<file path="src/rtl/mem_access_pkg.sv">
// Shared constants and types for the RV32I load/store unit.
// Holds the funct3 encodings, response error codes and the FSM state type.
package mem_access_pkg;

  localparam logic [2:0] F3_B  = 3'b000;
  localparam logic [2:0] F3_H  = 3'b001;
  localparam logic [2:0] F3_W  = 3'b010;
  localparam logic [2:0] F3_BU = 3'b100;
  localparam logic [2:0] F3_HU = 3'b101;

  localparam logic [1:0] ERR_OK       = 2'b00;
  localparam logic [1:0] ERR_MISALIGN = 2'b01;
  localparam logic [1:0] ERR_TIMEOUT  = 2'b10;
  localparam logic [1:0] ERR_ILLEGAL  = 2'b11;

  typedef enum logic [1:0] {
    ST_IDLE,
    ST_ISSUE,
    ST_WAIT_RD,
    ST_RESP
  } state_t;

endpackage

</file>
<file path="src/rtl/lsu_align.sv">
// Combinational lane logic: byte mask, store-data lane shift, legality checks
// and load-data extraction with sign/zero extension.
module lsu_align
  import mem_access_pkg::*;
#(
  parameter int XLEN = 32
) (
  input  logic [2:0]        funct3,
  input  logic [1:0]        offset,
  input  logic              write,
  input  logic [XLEN-1:0]   wdata,
  input  logic [XLEN-1:0]   rdata,
  output logic [XLEN/8-1:0] mask,
  output logic [XLEN-1:0]   wdata_lane,
  output logic              misalign,
  output logic              illegal,
  output logic [XLEN-1:0]   load_data
);

  logic [1:0]      size;
  logic [XLEN-1:0] rdata_shifted;

  assign size = funct3[1:0];

  // A lane is enabled if it lies inside [offset, offset + access size).
  for (genvar gi = 0; gi < XLEN/8; gi++) begin : g_lane
    assign mask[gi] = (size == 2'b10)
                   || (gi == int'(offset))
                   || ((size == 2'b01) && (gi == int'(offset) + 1));
  end

  assign wdata_lane    = wdata << {offset, 3'b000};
  assign rdata_shifted = rdata >> {offset, 3'b000};

  assign misalign = ((size == 2'b01) && offset[0])
                 || ((size == 2'b10) && (offset != 2'b00));

  always_comb begin
    illegal = 1'b0;
    if (write) begin
      illegal = !((funct3 == F3_B) || (funct3 == F3_H) || (funct3 == F3_W));
    end else begin
      illegal = !((funct3 == F3_B) || (funct3 == F3_H) || (funct3 == F3_W)
               || (funct3 == F3_BU) || (funct3 == F3_HU));
    end
  end

  always_comb begin
    load_data = rdata;
    case (funct3)
      F3_B:    load_data = {{(XLEN-8){rdata_shifted[7]}}, rdata_shifted[7:0]};
      F3_H:    load_data = {{(XLEN-16){rdata_shifted[15]}}, rdata_shifted[15:0]};
      F3_BU:   load_data = {{(XLEN-8){1'b0}}, rdata_shifted[7:0]};
      F3_HU:   load_data = {{(XLEN-16){1'b0}}, rdata_shifted[15:0]};
      default: load_data = rdata;
    endcase
  end

endmodule

</file>
<file path="src/rtl/mem_access_unit.sv">
// RV32I load/store unit: accepts one request, drives a ready-handshaked data
// memory port, waits for read data with a timeout, and returns one response.
module mem_access_unit
  import mem_access_pkg::*;
#(
  parameter int XLEN           = 32,
  parameter int TIMEOUT_CYCLES = 255
) (
  input  logic              clk,
  input  logic              rst_n,
  input  logic              i_req_valid,
  output logic              o_req_ready,
  input  logic              i_req_write,
  input  logic [2:0]        i_req_funct3,
  input  logic [XLEN-1:0]   i_addr,
  input  logic [XLEN-1:0]   i_wdata,
  output logic              o_resp_valid,
  output logic [XLEN-1:0]   o_resp_rdata,
  output logic [1:0]        o_resp_err,
  output logic              o_busy,
  output logic [XLEN-1:0]   o_dmem_addr,
  output logic              o_dmem_ren,
  output logic              o_dmem_wen,
  output logic [XLEN-1:0]   o_dmem_wdata,
  output logic [XLEN/8-1:0] o_dmem_mask,
  input  logic              i_dmem_ready,
  input  logic              i_dmem_rvalid,
  input  logic [XLEN-1:0]   i_dmem_rdata
);

  localparam int MW = XLEN/8;
  localparam int TW = (TIMEOUT_CYCLES > 1) ? $clog2(TIMEOUT_CYCLES + 1) : 1;

  state_t          state_reg, state_next;
  logic [2:0]      funct3_reg, funct3_next;
  logic [1:0]      off_reg, off_next;
  logic            write_reg, write_next;
  logic [XLEN-1:0] addr_reg, addr_next;
  logic            ren_reg, ren_next;
  logic            wen_reg, wen_next;
  logic [XLEN-1:0] wdata_reg, wdata_next;
  logic [MW-1:0]   mask_reg, mask_next;
  logic [XLEN-1:0] rdata_reg, rdata_next;
  logic [1:0]      err_reg, err_next;
  logic [TW-1:0]   tcnt_reg, tcnt_next;

  logic            complete;
  logic            timeout_hit;
  logic [2:0]      al_funct3;
  logic [1:0]      al_offset;
  logic            al_write;
  logic [MW-1:0]   al_mask;
  logic [XLEN-1:0] al_wdata_lane;
  logic            al_misalign;
  logic            al_illegal;
  logic [XLEN-1:0] al_load_data;

  // The single aligner checks the incoming request in IDLE and extracts load
  // data from the latched access parameters in every other state.
  assign al_funct3 = (state_reg == ST_IDLE) ? i_req_funct3 : funct3_reg;
  assign al_offset = (state_reg == ST_IDLE) ? i_addr[1:0]  : off_reg;
  assign al_write  = (state_reg == ST_IDLE) ? i_req_write  : write_reg;

  lsu_align #(.XLEN(XLEN)) u_align (
    .funct3     (al_funct3),
    .offset     (al_offset),
    .write      (al_write),
    .wdata      (i_wdata),
    .rdata      (i_dmem_rdata),
    .mask       (al_mask),
    .wdata_lane (al_wdata_lane),
    .misalign   (al_misalign),
    .illegal    (al_illegal),
    .load_data  (al_load_data)
  );

  assign timeout_hit = (TIMEOUT_CYCLES != 0) && ((int'(tcnt_reg) + 1) >= TIMEOUT_CYCLES);

  always_comb begin
    state_next  = state_reg;
    funct3_next = funct3_reg;
    off_next    = off_reg;
    write_next  = write_reg;
    addr_next   = addr_reg;
    ren_next    = ren_reg;
    wen_next    = wen_reg;
    wdata_next  = wdata_reg;
    mask_next   = mask_reg;
    rdata_next  = rdata_reg;
    err_next    = err_reg;
    tcnt_next   = tcnt_reg;
    complete    = 1'b0;

    case (state_reg)
      ST_IDLE: begin
        if (i_req_valid) begin
          funct3_next = i_req_funct3;
          off_next    = i_addr[1:0];
          write_next  = i_req_write;
          rdata_next  = '0;
          if (al_illegal) begin
            err_next   = ERR_ILLEGAL;
            state_next = ST_RESP;
          end else if (al_misalign) begin
            err_next   = ERR_MISALIGN;
            state_next = ST_RESP;
          end else begin
            err_next   = ERR_OK;
            addr_next  = {i_addr[XLEN-1:2], 2'b00};
            mask_next  = al_mask;
            wdata_next = al_wdata_lane;
            ren_next   = !i_req_write;
            wen_next   = i_req_write;
            tcnt_next  = '0;
            state_next = ST_ISSUE;
          end
        end
      end
      ST_ISSUE: begin
        if (i_dmem_ready) begin
          ren_next = 1'b0;
          wen_next = 1'b0;
          if (write_reg) begin
            complete   = 1'b1;
            state_next = ST_RESP;
          end else if (i_dmem_rvalid) begin
            complete   = 1'b1;
            rdata_next = al_load_data;
            state_next = ST_RESP;
          end else begin
            state_next = ST_WAIT_RD;
          end
        end
      end
      ST_WAIT_RD: begin
        if (i_dmem_rvalid) begin
          complete   = 1'b1;
          rdata_next = al_load_data;
          state_next = ST_RESP;
        end
      end
      ST_RESP: state_next = ST_IDLE;
      default: state_next = ST_IDLE;
    endcase

    // A completion in the limit cycle takes priority over the timeout.
    if (((state_reg == ST_ISSUE) || (state_reg == ST_WAIT_RD)) && !complete) begin
      if (timeout_hit) begin
        state_next = ST_RESP;
        err_next   = ERR_TIMEOUT;
        rdata_next = '0;
        ren_next   = 1'b0;
        wen_next   = 1'b0;
      end else begin
        tcnt_next = tcnt_reg + TW'(1);
      end
    end
  end

  always_ff @(posedge clk or negedge rst_n) begin
    if (!rst_n) begin
      state_reg  <= ST_IDLE;
      funct3_reg <= '0;
      off_reg    <= '0;
      write_reg  <= 1'b0;
      addr_reg   <= '0;
      ren_reg    <= 1'b0;
      wen_reg    <= 1'b0;
      wdata_reg  <= '0;
      mask_reg   <= '0;
      rdata_reg  <= '0;
      err_reg    <= '0;
      tcnt_reg   <= '0;
    end else begin
      state_reg  <= state_next;
      funct3_reg <= funct3_next;
      off_reg    <= off_next;
      write_reg  <= write_next;
      addr_reg   <= addr_next;
      ren_reg    <= ren_next;
      wen_reg    <= wen_next;
      wdata_reg  <= wdata_next;
      mask_reg   <= mask_next;
      rdata_reg  <= rdata_next;
      err_reg    <= err_next;
      tcnt_reg   <= tcnt_next;
    end
  end

  assign o_req_ready  = (state_reg == ST_IDLE);
  assign o_busy       = (state_reg != ST_IDLE);
  assign o_resp_valid = (state_reg == ST_RESP);
  assign o_resp_rdata = rdata_reg;
  assign o_resp_err   = err_reg;
  assign o_dmem_addr  = addr_reg;
  assign o_dmem_ren   = ren_reg;
  assign o_dmem_wen   = wen_reg;
  assign o_dmem_wdata = wdata_reg;
  assign o_dmem_mask  = mask_reg;

endmodule

</file>
<file path="config.mk">
export PLATFORM = sky130hd
export DESIGN_NAME = mem_access_unit
export DESIGN_NICKNAME = d
export VERILOG_FILES = /design/src/rtl/mem_access_pkg.sv /design/src/rtl/lsu_align.sv /design/src/rtl/mem_access_unit.sv
export SDC_FILE = /design/constraint.sdc
export NUM_CORES = 1
export LEC_CHECK = 0
export ABC_AREA = 0
export CORE_UTILIZATION = 51
export CTS_CLUSTER_DIAMETER = 120
export DETAILED_ROUTE_END_ITERATION = 10
export PLACE_DENSITY_LB_ADDON = 0.3
export SETUP_SLACK_MARGIN = 0.3
export SKIP_LAST_GASP = 1
export SYNTH_ARGS = -nofsm -noshare
export SYNTH_HDL_FRONTEND = slang
export SYNTH_SLANG_ARGS = --single-unit
</file>
<file path="constraint.sdc">
create_clock -name clk -period 7.8 [get_ports clk]
set_clock_uncertainty 0.2 [all_clocks]
set_input_delay 2.34 -clock clk [delete_from_list [all_inputs] [get_ports clk]]
set_output_delay 2.34 -clock clk [all_outputs]
set_load 0.01 [all_outputs]
</file>
## Word level (Yosys, flattened, before mapping)

Cells that the tools add are included.

| cells by class | value |
|---|---|
| $add $sub $neg | 3 |
| magnitude comparators | 1 |
| equal/unequal tests | 15 |
| shifts and indexed selects | 2 |
| muxes and demuxes | 52 |
| bitwise operators | 2 |
| reduce and logical (&&, ||, !) cells | 33 |

Operators with widths:

| cell | number |
|---|---|
| two-way mux 32 bit | 6 |
| case mux 32 bit (4 select lines) | 1 |
| case mux 32 bit (3 select lines) | 1 |
| equality test 3 x 32 -> 1 bit (first input constant) | 2 |
| two-way mux 8 bit | 6 |
| equality test 2 x 32 -> 1 bit (first input constant) | 1 |
| zero test 32 bit | 1 |
| left shift 32 x 5 -> 32 bit | 1 |
| right shift 32 x 5 -> 16 bit | 1 |
| two-way mux 2 bit | 13 |
| two-way mux 1 bit | 20 |
| logical OR 1 bit | 14 |
| adder 8 x 1 -> 9 bit (second input constant) | 1 |
| >= comparator 9 x 8 -> 1 bit (second input constant) | 1 |
| adder 8 x 1 -> 8 bit (second input constant) | 1 |
| case mux 2 bit (4 select lines) | 1 |
| logical AND 1 bit | 7 |
| equality test 2 bit (second input constant) | 3 |
| equality test 3 bit (second input constant) | 2 |
| case mux 1 bit (2 select lines) | 3 |
| equality test 2 x 1 -> 1 bit (second input constant) | 2 |
| equality test 2 bit (first input constant) | 2 |
| zero test 1 bit | 4 |
| zero test 2 bit | 2 |
| 10 further kinds | 12 |

| storage, ports and cells | value |
|---|---|
| bits in registers | 118 |

## Depth between registers and ports, before layout

Gate-level depths: netlist (run 1).

| depth | value |
|---|---|
| depth in word-level cells | 14 |
| depth in mapped cells | 13 |

## By module

From an unflattened synthesis (run 1), not the netlist that was laid out.

| second synthesis, totals | value |
|---|---|
| cells, all modules | 742 |
| area total of the unflattened synthesis | 6,516.2 µm² |

By module, submodules not included:

| module | times used | cells an instance | area each (µm²) | seq. area each (µm²) |
|---|---|---|---|---|
| mem_access_unit | 1 | 528 | 5,190.0 | 2,952.8 |
| lsu_align | 1 | 214 | 1,326.3 | 0.0 |

## Worst setup path after synthesis (run 1)

Ideal clock, no wire load.

| path | value |
|---|---|
| path type | input port to flip-flop |
| start | input i_addr[1] |
| end | register rdata_reg[21] (netlist: o_resp_rdata[21]) |
| library setup time | 0.077 ns |
| data arrival time | 3.929 ns |
| data required time | 7.523 ns |
| path slack | 3.594 ns |
| stages on the path | 8 |
| buffers on the path | 2 |
| cell sequence | buf_4 -> mux2i_1 -> a211o_1 -> a211oi_2 -> o31ai_2 -> buf_6 -> or3_1 -> a21oi_1 |

| on the way | value |
|---|---|
| longest elaborated chain between the ends | 9 |

Ends and longest elaborated chain:

| item | RTL line | RTL |
|---|---|---|
| start: declaration | mem_access_unit.sv:15 | `input logic [XLEN-1:0] i_addr,` |
| two-way mux 2 bit (*) | mem_access_unit.sv:61 | `assign al_offset = (state_reg == ST_IDLE) ? i_addr[1:0] : off_reg;` |
| right shift 32 x 5 -> 16 bit (*) | lsu_align.sv:33 | `assign rdata_shifted = rdata >> {offset, 3'b000};` |
| case mux 32 bit (4 select lines) (*) | lsu_align.sv:50 | `case (funct3)` |
| two-way mux 32 bit (*) | mem_access_unit.sv:126, mem_access_unit.sv:136 |  |
| two-way mux 32 bit | mem_access_unit.sv:123 | `if (write_reg) begin` |
| two-way mux 32 bit | mem_access_unit.sv:120 | `if (i_dmem_ready) begin` |
| case mux 32 bit (3 select lines) (*) | mem_access_unit.sv:94 | `case (state_reg)` |
| two-way mux 32 bit | mem_access_unit.sv:148 | `if (timeout_hit) begin` |
| two-way mux 32 bit (*) | mem_access_unit.sv:147 | `if (((state_reg == ST_ISSUE) \|\| (state_reg == ST_WAIT_RD)) && !complete) begin` |
| via rdata_next[21] | mem_access_unit.sv:43 | `logic [XLEN-1:0] rdata_reg, rdata_next;` |
| end signal: assignment | mem_access_unit.sv:184 | `rdata_reg <= rdata_next;` |
| end: declaration | mem_access_unit.sv:43 |  |

The timed path passes the listed nets; every way through them passes the cells marked *.
A chain may end at the register's enable or synchronous reset.

## Worst setup path in the final report (run 1)

| path | value |
|---|---|
| start | input i_addr[0] |
| end | register wdata_reg[23] (netlist: o_dmem_wdata[23]) |

| on the way | value |
|---|---|
| longest elaborated chain between the ends | 6 |
| elaborated cells between the ends (all ways) | 8 |

Ends and longest elaborated chain:

| item | RTL line | RTL |
|---|---|---|
| two-way mux 2 bit (*) | mem_access_unit.sv:61 |  |
| branches (longest 5 deep; another with left shift 32 x 5 -> 32 bit) | n/a |  |
| end signal: assignment | mem_access_unit.sv:182 | `wdata_reg <= wdata_next;` |
| end: declaration | mem_access_unit.sv:41 | `logic [XLEN-1:0] wdata_reg, wdata_next;` |

Mark *: on every way between the ends.

==> results of run 1 <==
cell usage in the layout, fill, tap and decap left out, types with 10 or more instances in the layout:
cell type / count
o21ai_0: 26
inv_1: 11
nor3_1: 22
nand3_1: 45
buf_4: 11
mux2i_1: 11
nand2_1: 259
clkdlybuf4s50_1: 208
nor2_1: 51
a21oi_1: 93
or3_1: 18
clkbuf_16: 17
dfrtp_1: 118
nor2b_1: 10
a31oi_1: 11
report_power, final:
part / total [uW] / internal, uW / switching, uW
clock network: 785 / 489 / 296
registers: 1040 / 852 / 189
logic: 2110 / 894 / 1210
critical path: stages:
cell and delay, ns:
clkdlybuf4s50_1 0.76, nand2_1 0.14, nand2_1 0.76, a22o_1 0.37, or2_2 0.33, buf_4 0.61
o21ai_0 0.24
cells by family after synthesis:
kind of cell	Yosys count
AND/OR/NAND/NOR	439
AO/OA/AOI/OAI	206
flip-flops	118
buffers and inverters	72
multiplexers	18
adder cells (fa/ha/maj)	6
other	1
how the worst min path moves through the flow:
stage                                from         endpoint  slack (ns)  depth (start not counted)
after floorplan            o_dmem_mask[0]   o_dmem_mask[0]        0.30                          2
after global placement    o_dmem_wdata[2]  o_dmem_wdata[2]        0.25                          2
after detailed placement  o_dmem_wdata[0]  o_dmem_wdata[0]        0.25                          2
after CTS                 o_dmem_wdata[0]  o_dmem_wdata[0]        0.27                          2
after global routing      o_dmem_addr[22]  o_dmem_addr[22]        0.30                          2
final                     o_dmem_wdata[4]  o_dmem_wdata[4]        0.27                          2
metrics by stage:
stage | power, uW | cells | util [%]
finish | 3930 | 1225 | 74.3
global route | 4190 | 1225 | 74.3
CTS | 3920 | 1225 | 74.3
detailed placement | 3110 | 1193 | 69.6
global placement | 3070 | 1193 | 69.6
floorplan | 2310 | 861 | -
area by class of cell:
type	count	area [um2]	share of cell area (%)
Clock inverter	13	146	1.54
Clock buffer	19	453	4.77
Sequential cell	118	2950	31.1
Inverter	13	48.8	0.514
Tap cell	172	215	2.27
Multi-Input combinational cell	671	3510	37.0
Timing Repair Buffer	219	2160	22.8
per-layer routing:
layer	share of wire [%]	track usage, %
met5	0	0
met4	3.9	16.0
met2	47	48.0
met1	42	39.5
met3	7.3	6.76
==> metrics.yaml, run 1 <==
synth:
  syn-mean-instance-area_um2: 7.88
  yosysTopAreaCellShare_pct: 43.6
  synth_top_family_by_area: "simple AND/OR/NAND/NOR gates"
  synth_cell_type_count: 59
  async_flop_share_pct: 100
  synthTopCellsByCount: "nand2_1, dfrtp_1, a21oi_1, nor2_1, nand3_1"
  synth.mux.area_fraction_pct: 2.84
  synth_top_area_cell: "dfrtp_1"
  yosysWarnings: 0
  synth_area_leaders: "dfrtp_1, nand2_1, a21oi_1"
  yosys.area_share.xor_xnor_pct: 0
  ys_seq_area_share_pct: 43.6
  synth-edff-count: 0
  ys_seq_elements: 118
  synth_cells: 860
  syn-cell-area_um2: 6780
  ys.flop_type: "dfrtp_1"
  synth_compound_area_share_pct: 19.4
  synthAdderAreaFrac_pct: 1.11
  yosys.cell_count.top_type: "nand2_1"
  synthSimpleGateAreaFrac_pct: 28.1
drt:
  drtIter0Drc: 660
  drc_errors: 0
  vias: 7039
  viasPerCell: 5.75
  totalWireLength_um: 20700
  routedWlPerCell_um: 16.9
  ant_nets: 0
  first_pass_iters: 5
worst_setup_path:
  worstSetupEndpoint: "o_dmem_wdata[23]"
  startpoint: "i_addr[0]"
  worstReg2RegStart: "state_reg[0]"
  arrival_ns: 5.58
  r2r_end: "o_dmem_wdata[23]"
  cp-end-kind: "flop"
  critPathKind: "in2reg"
  crit_path_max_fanout: 71
  critPathRequiredTime_ns: 7.86
  ff2ff_path_depth: 9
  cp-start-kind: "primary input"
  rrSetupSlack_ns: 3.71
grt:
  grt_pass1_vias: 6639
  grt-ovfl-total: 0
  grt_use_total_pct: 30.6
  grt_pass1_wl_um: 33500
  antenna_found_initial: 0
  grt_max_degree: 85
cts:
  cts_sinks: 118
  htree_num_levels: 4
  cts.clk_slew.worst_paths_ns: 0.06
  cts_tree: "done"
  post_cts_resized: 0
  cts_hold_buffers: 0
  cts_setup_buffers: 0
  clk_path_buf_depth: 2
  clock_latency_ns: 0.42
  cts_root_buffer: "clkbuf_16"
  numCtsBuffers: 17
final_layout:
  layout-drive-gt1-share_pct: 6.27
  antenna_cells: 0
  area_growth_pct: 40.0
  final_area_um2: 9490
  num-fill-cells: 937
  nNetsFinal: 1151
sta:
  drv_slew: 0
  fmax_mhz: 181
  totalNegativeSetupSlack_ns: 0
  setup_violations: 0
  final.min_clock_period_ns: 5.53
  fin_hold_ws_ns: 0.265
  hold_viol: 0
  fin_crit_sh_pct: 70.9
  setup_slack_ns: 2.27
  rsz0062_at_grt: "false"
  worst-slew-pin-transition_ns: 1.06
  max-slew-margin-rel_pct: 29.6
placement:
  place_hpwl_um: 14400
  numPortBuffers: 209
  place_ws_ns: 1.87
  placed_cell_area_um2: 8890
  place_congestion: 0.863
floorplan:
  die_x_um: 117
  rows: 41
  die-area_um2: 13800
  core_um2: 12800
  ioPinCount: 212
  start_util_pct: 53.1
  die_y_um: 117
pwr:
  p_per_area_nw_per_um2: 414
  ir_worst_vdd_mv: 0.252
  leakagePower_uw: 0.00416
worst_hold_path:
  worst_hold_path_type: "reg2reg"
job:
  maxCapViolations: 0
status:
  status: "finished clean"
(Power assumes the default switching activity.)
==> run 2: changes to the inputs <==
Settings changed: CORE_UTILIZATION 51 to 43.
Clock period 7.8 ns to 4.6 ns, I/O delays scaled along.
==> run 2 against run 1 <==
Effect of this change:
- die area grew 18%
- global-route usage shrank 4.0 points
- final cell count grew 3.5%
- critical endpoint is now o_busy
- sequential share of layout area shrank 0.48 points
- routed wire length grew 2.3%
- largest power group unchanged
- worst setup slack lost 1.6 ns
==> metrics.yaml, run 2 (synthesized netlist as in run 1, its figures left out) <==
worst_hold_path:
  worstHoldEndpoint: "o_dmem_wdata[1]"
  worst_hold_path_type: "reg2reg"
  holdCritStartpoint: "o_dmem_wdata[1]"
  holdPathStages: 2  # unchanged
placement:
  place_hpwl_um: 14900  # +3.7%
  place_inst: 1238  # +3.8%
  place_ws_ns: 0.428  # -1.45 ns
  place_congestion: 0.876  # +1.5%
  placed_cell_area_um2: 9010  # +1.3%
  numPortBuffers: 209  # unchanged
sta:
  setup_slack_ns: 0.712  # -1.56 ns
  fmax_mhz: 257
  max-slew-margin-rel_pct: 42.7  # +13 points
  drv_slew: 0  # unchanged
  worst-slew-pin-transition_ns: 0.859  # -0.197 ns
  totalNegativeSetupSlack_ns: 0  # unchanged
  rsz0062_at_grt: "false"
  fin_crit_sh_pct: 84.5
  final.min_clock_period_ns: 3.89
  hold_viol: 0  # unchanged
  setup_violations: 0  # unchanged
drt:
  vias: 6870  # -2.4%
  routedWlPerCell_um: 16.7  # -1.2%
  drtIter0Drc: 645  # -2.3%
  ant_nets: 0  # unchanged
  totalWireLength_um: 21100  # +2.3%
  viasPerCell: 5.42  # -5.7%
  drc_errors: 0  # unchanged
  first_pass_iters: 5  # unchanged
worst_setup_path:
  critPathKind: "reg2out"
  critPathRequiredTime_ns: 3.02  # -4.84 ns
  critPathMaxStageDelay_ns: 0.56  # -0.20 ns
  arrival_ns: 2.31  # -3.27 ns
  worstReg2RegStart: "state_reg[0]"
  slowest_stage: "clkdlybuf4s50_1"
  cp-start-kind: "flop"
  crit_top_cell: "inv_1"
  cp_num_buf_inv: 3  # +1
  crit_chain: "inv_1 -> ha_1 -> inv_1 -> clkdlybuf4s50_1"
  crit_path_max_fanout: 15  # -79%
  r2r_end: "o_dmem_wdata[15]"
  cp_top_family: "buffers and inverters"
  ff2ff_path_depth: 8  # -1
  cp-end-kind: "output port"
  rrSetupSlack_ns: 1.00  # -2.71 ns
final_layout:
  antenna_cells: 0  # unchanged
  num-fill-cells: 1332  # +42%
  nNetsFinal: 1157  # +0.52%
  final_area_um2: 9640  # +1.6%
  layout-drive-gt1-share_pct: 6.53  # +0.26 points
  final_cell_mix: "nand2_1, clkdlybuf4s50_1, dfrtp_1, a21oi_1, nor2_1"
  area_growth_pct: 42.2
  fin_cells: 1268  # +3.5%
  final_common_cell: "nand2_1"
grt:
  antenna_found_initial: 0  # unchanged
  grt_pass1_vias: 6278  # -5.4%
  grt_pass1_wl_um: 33600  # +0.31%
  grt_use_total_pct: 26.6  # -4.0 points
  grt-ovfl-total: 0  # unchanged
  grt_max_degree: 88  # +3.5%
job:
  maxCapViolations: 0  # unchanged
floorplan:
  start_util_pct: 44.3  # -8.8 points
  die_x_um: 128  # +8.8%
  core_um2: 15300  # +20%
  die_y_um: 128  # +8.8%
  ioPinCount: 212  # unchanged
  rows: 45  # +9.8%
  die-area_um2: 16300  # +18%
cts:
  cts_hold_buffers: 0  # unchanged
  cts.clk_slew.worst_paths_ns: 0.06  # about the same
  clock_latency_ns: 0.42  # about the same
  htree_num_levels: 4  # unchanged
  numCtsBuffers: 17  # unchanged
  cts_root_buffer: "clkbuf_16"
  cts_setup_buffers: 0  # unchanged
  cts_tree: "done"
  post_cts_resized: 0  # unchanged
  cts_sinks: 118  # unchanged
  clk_path_buf_depth: 2  # unchanged
pwr:
  p_seq_share_pct: 25.6  # -0.9 points
  p_sw_share_pct: 42.0  # -1.2 points
  p_per_area_nw_per_um2: 707  # +71%
  clockPowerShare_pct: 20.9  # +0.9 points
  internal_power_uw: 3960  # +77%
  power_switching_uw: 2860  # +69%
  combPwrFrac_pct: 53.5  # about the same
  ir_worst_vdd_mv: 0.345  # +37%
  leakagePower_uw: 0.00422  # +1.6%
status:
  status: "finished clean"
==> run 2: how the worst max path moves through the flow <==
stage	start	end	slack [ns]	depth (start not counted)
floorplan	i_addr[1]	o_resp_rdata[25]	1.35	8
global placement	i_addr[0]	o_dmem_wdata[12]	0.51	7
detailed placement	i_addr[0]	o_dmem_wdata[11]	0.43	7
CTS	state_reg[0]	o_busy	0.70	4
global route	state_reg[0]	o_busy	0.59	4
finish	state_reg[0]	o_busy	0.71	4
==> run 2: tightest hold or removal path: cells and delay by family, from the launching register on <==
| family | cells | cell delay [ns] |
|---|---|---|
| DFF | 1 | 0.34 |
| and+or+nand+nor | 2 | 0.10 |
==> run 2: power groups by stage <==
stage               logic [uW]  clock network (uW)  registers, uW
floorplan                 2060                   0           1860
global placement          3540                   0           1750
detailed placement        3600                   0           1760
CTS                       3620                1440           1750
global route              4000                1500           1800
finish                    3650                1430           1750
==> run 2: area by class of cell <==
| type | count | area [um2] | area share, % |
|---|---|---|---|
| Clock buffer | 22 | 484 | 5.02 |
| Clock inverter | 8 | 146 | 1.52 |
| Multi-Input combinational cell | 671 | 3510 | 36.4 |
| Timing Repair Buffer | 225 | 2230 | 23.2 |
| Sequential cell | 118 | 2950 | 30.6 |
| Tap cell | 211 | 264 | 2.74 |
| Inverter | 13 | 48.8 | 0.506 |
==> run 2: stage by stage <==
stage          total power (uW)  hold slack [ns]  util [%]
2_1_floorplan              3920            0.305         -
6_report                   6820            0.267      62.9
3_3_place_gp               5290            0.251      58.8
3_5_place_dp               5350            0.255      58.8
4_1_cts                    6810            0.268      62.9
5_1_grt                    7300            0.292      62.9
==> run 2: routing by layer <==
metal	wire (um)	vias to the layer above	GRT usage [%]
met5	0	-	0
met4	588	0	11.8
met3	1280	38	5.53
met2	9740	264	40.2
met1	9520	3206	36.9
li1	-	3362	-
==> run 3: changes to the inputs <==
Settings changed: CORE_UTILIZATION 43 to 47.
Clock period 4.6 ns to 3.7 ns, I/O delays scaled along.
==> run 3 against run 2 <==
Effect of this change:
- non-clock buffer count grew 20
- clock power grew 17%
- core utilization grew 6.7 points
- sequential power grew 25%
- final cell count shrank 0.79%
- routed wire length grew 4.5%
- combinational power grew 30%
- total power grew 26%
- worst setup slack lost 0.22 ns
- count of clock-buffer cells in the layout shrank 3
- sequential share of layout area shrank 0.33 points
- critical endpoint unchanged
==> metrics.yaml, run 3 (synthesized netlist as in run 1, its figures left out) <==
final_layout:
  final_common_cell: "nand2_1"
  layout-drive-gt1-share_pct: 8.53  # +2.0 points
  seqCellArea_um2: 2950  # unchanged
  final_area_um2: 9740  # +1.1%
  nNetsFinal: 1177  # +1.7%
  antenna_cells: 0  # unchanged
  final_cell_mix: "nand2_1, clkdlybuf4s50_1, dfrtp_1, a21oi_1, nor2_1"
  area_growth_pct: 43.7
  multi_input_area_um2: 3510  # about the same
  num-fill-cells: 1112  # -17%
floorplan:
  die-area_um2: 14900  # -8.4%
  rows: 43  # -4.4%
  die_x_um: 122  # -4.3%
  die_y_um: 122  # -4.3%
  ioPinCount: 212  # unchanged
  core_um2: 14000  # -8.7%
  start_util_pct: 48.5  # +4.2 points
sta:
  fmax_mhz: 312
  rsz0062_at_grt: "false"
  setup_violations: 0  # unchanged
  max-slew-margin-rel_pct: 51.2  # +8.5 points
  worst-slew-pin-transition_ns: 0.731  # -0.128 ns
  fin_crit_sh_pct: 86.6
  drv_slew: 0  # unchanged
  totalNegativeSetupSlack_ns: 0  # unchanged
  final.min_clock_period_ns: 3.21
  hold_viol: 0  # unchanged
worst_setup_path:
  critPathKind: "reg2out"
  startpoint: "state_reg[0]"
  critPathRequiredTime_ns: 2.39  # -0.63 ns
  cp-end-kind: "output port"
  rrSetupSlack_ns: 0.59  # -0.41 ns
  cp-start-kind: "flop"
  worstReg2RegStart: "state_reg[0]"
  ff2ff_path_depth: 10  # +2
  worstSetupEndpoint: "o_busy"
  r2r_end: "o_resp_rdata[19]"
  arrival_ns: 1.90  # -0.41 ns
  crit_path_max_fanout: 7  # -8
cts:
  numCtsBuffers: 17  # unchanged
  cts_sinks: 118  # unchanged
  htree_num_levels: 4  # unchanged
  clock_latency_ns: 0.42  # about the same
  cts_root_buffer: "clkbuf_16"
  cts.clk_slew.worst_paths_ns: 0.05  # about the same
  cts_tree: "done"
  clk_path_buf_depth: 2  # unchanged
  cts_hold_buffers: 0  # unchanged
worst_hold_path:
  holdCritStartpoint: "o_dmem_wdata[4]"
  worst_hold_path_type: "reg2reg"
status:
  status: "finished clean"
drt:
  viasPerCell: 5.71  # +5.3%
  first_pass_iters: 5  # unchanged
  drc_errors: 0  # unchanged
  routedWlPerCell_um: 17.6  # +5.3%
  totalWireLength_um: 22100  # +4.5%
  drtIter0Drc: 597  # -7.4%
  vias: 7178  # +4.5%
  ant_nets: 0  # unchanged
grt:
  grt_use_total_pct: 29.7  # +3.1 points
  grt_pass1_wl_um: 33900  # +0.91%
  antenna_found_initial: 0  # unchanged
  grt-ovfl-total: 0  # unchanged
  grt_max_degree: 56  # -36%
  grt_pass1_vias: 6554  # +4.4%
pwr:
  leakagePower_uw: 0.00430  # +1.9%
  p_per_area_nw_per_um2: 883  # +25%
  ir_worst_vdd_mv: 0.463  # +34%
job:
  maxCapViolations: 0  # unchanged
placement:
  place_congestion: 0.890  # +1.6%
  place_hpwl_um: 15500  # +4.1%
  placed_cell_area_um2: 9150  # +1.5%
  numPortBuffers: 209  # unchanged
==> run 3: cell type report <==
class | instances | share of cell area [%]
clock buffers | 19 | 4.55
well taps | 180 | 2.31
flip-flops and latches | 118 | 30.3
repair buffers | 245 | 24.7
inverters | 13 | 0.501
clock inverters | 12 | 1.57
multi-input cells | 671 | 36.0
==> run 3: repair_timing <==
item | in CTS | in global routing
resized for setup | 0 | 2
setup endpoints to repair | 0 | 2
setup buffers | 0 | 0
==> run 3: per-layer routing <==
layer  vias to the layer above  wire length, um  global-route usage, %
met4                         0              743                   14.5
met3                        56             1580                   6.13
met2                       360            10500                   45.3
met5                         -                0                      0
met1                      3370             9310                   40.1
li1                       3392                -                      -
==> run 3: power by group <==
group          internal [uW]  switching (uW)  leakage, uW  total, uW
clock                   1070             607     0.000281       1680
combinational           2080            2660      0.00250       4740
sequential              1800             394      0.00153       2190
total                   4940            3660      0.00430       8610
==> run 3: per-stage QoR <==
stage	total power, uW	setup slack [ns]	instances	utilization [%]	hold slack, ns
final	8610	0.494	1258	69.7	0.267
after floorplan	4870	0.724	861	-	0.305
after CTS	8560	0.345	1258	69.6	0.268
after detailed placement	6830	0.202	1227	65.4	0.256
after global routing	9150	0.421	1258	69.7	0.289
after global placement	6730	0.266	1227	65.4	0.248
==> run 3: how the worst min path moves through the flow <==
stage	to	slack, ns	cells after the start
floorplan	o_dmem_mask[0]	0.30	2
global placement	o_dmem_wdata[4]	0.25	2
detailed placement	o_dmem_wdata[4]	0.26	2
CTS	o_dmem_wdata[3]	0.27	2
global route	o_dmem_wdata[4]	0.29	2
finish	o_dmem_wdata[4]	0.27	2
==> run 3: critical path: stages, from the launching register on <==
cell	delay, ns
dfrtp_1	0.39
inv_1	0.10
ha_1	0.27
inv_2	0.17
clkdlybuf4s50_1	0.56
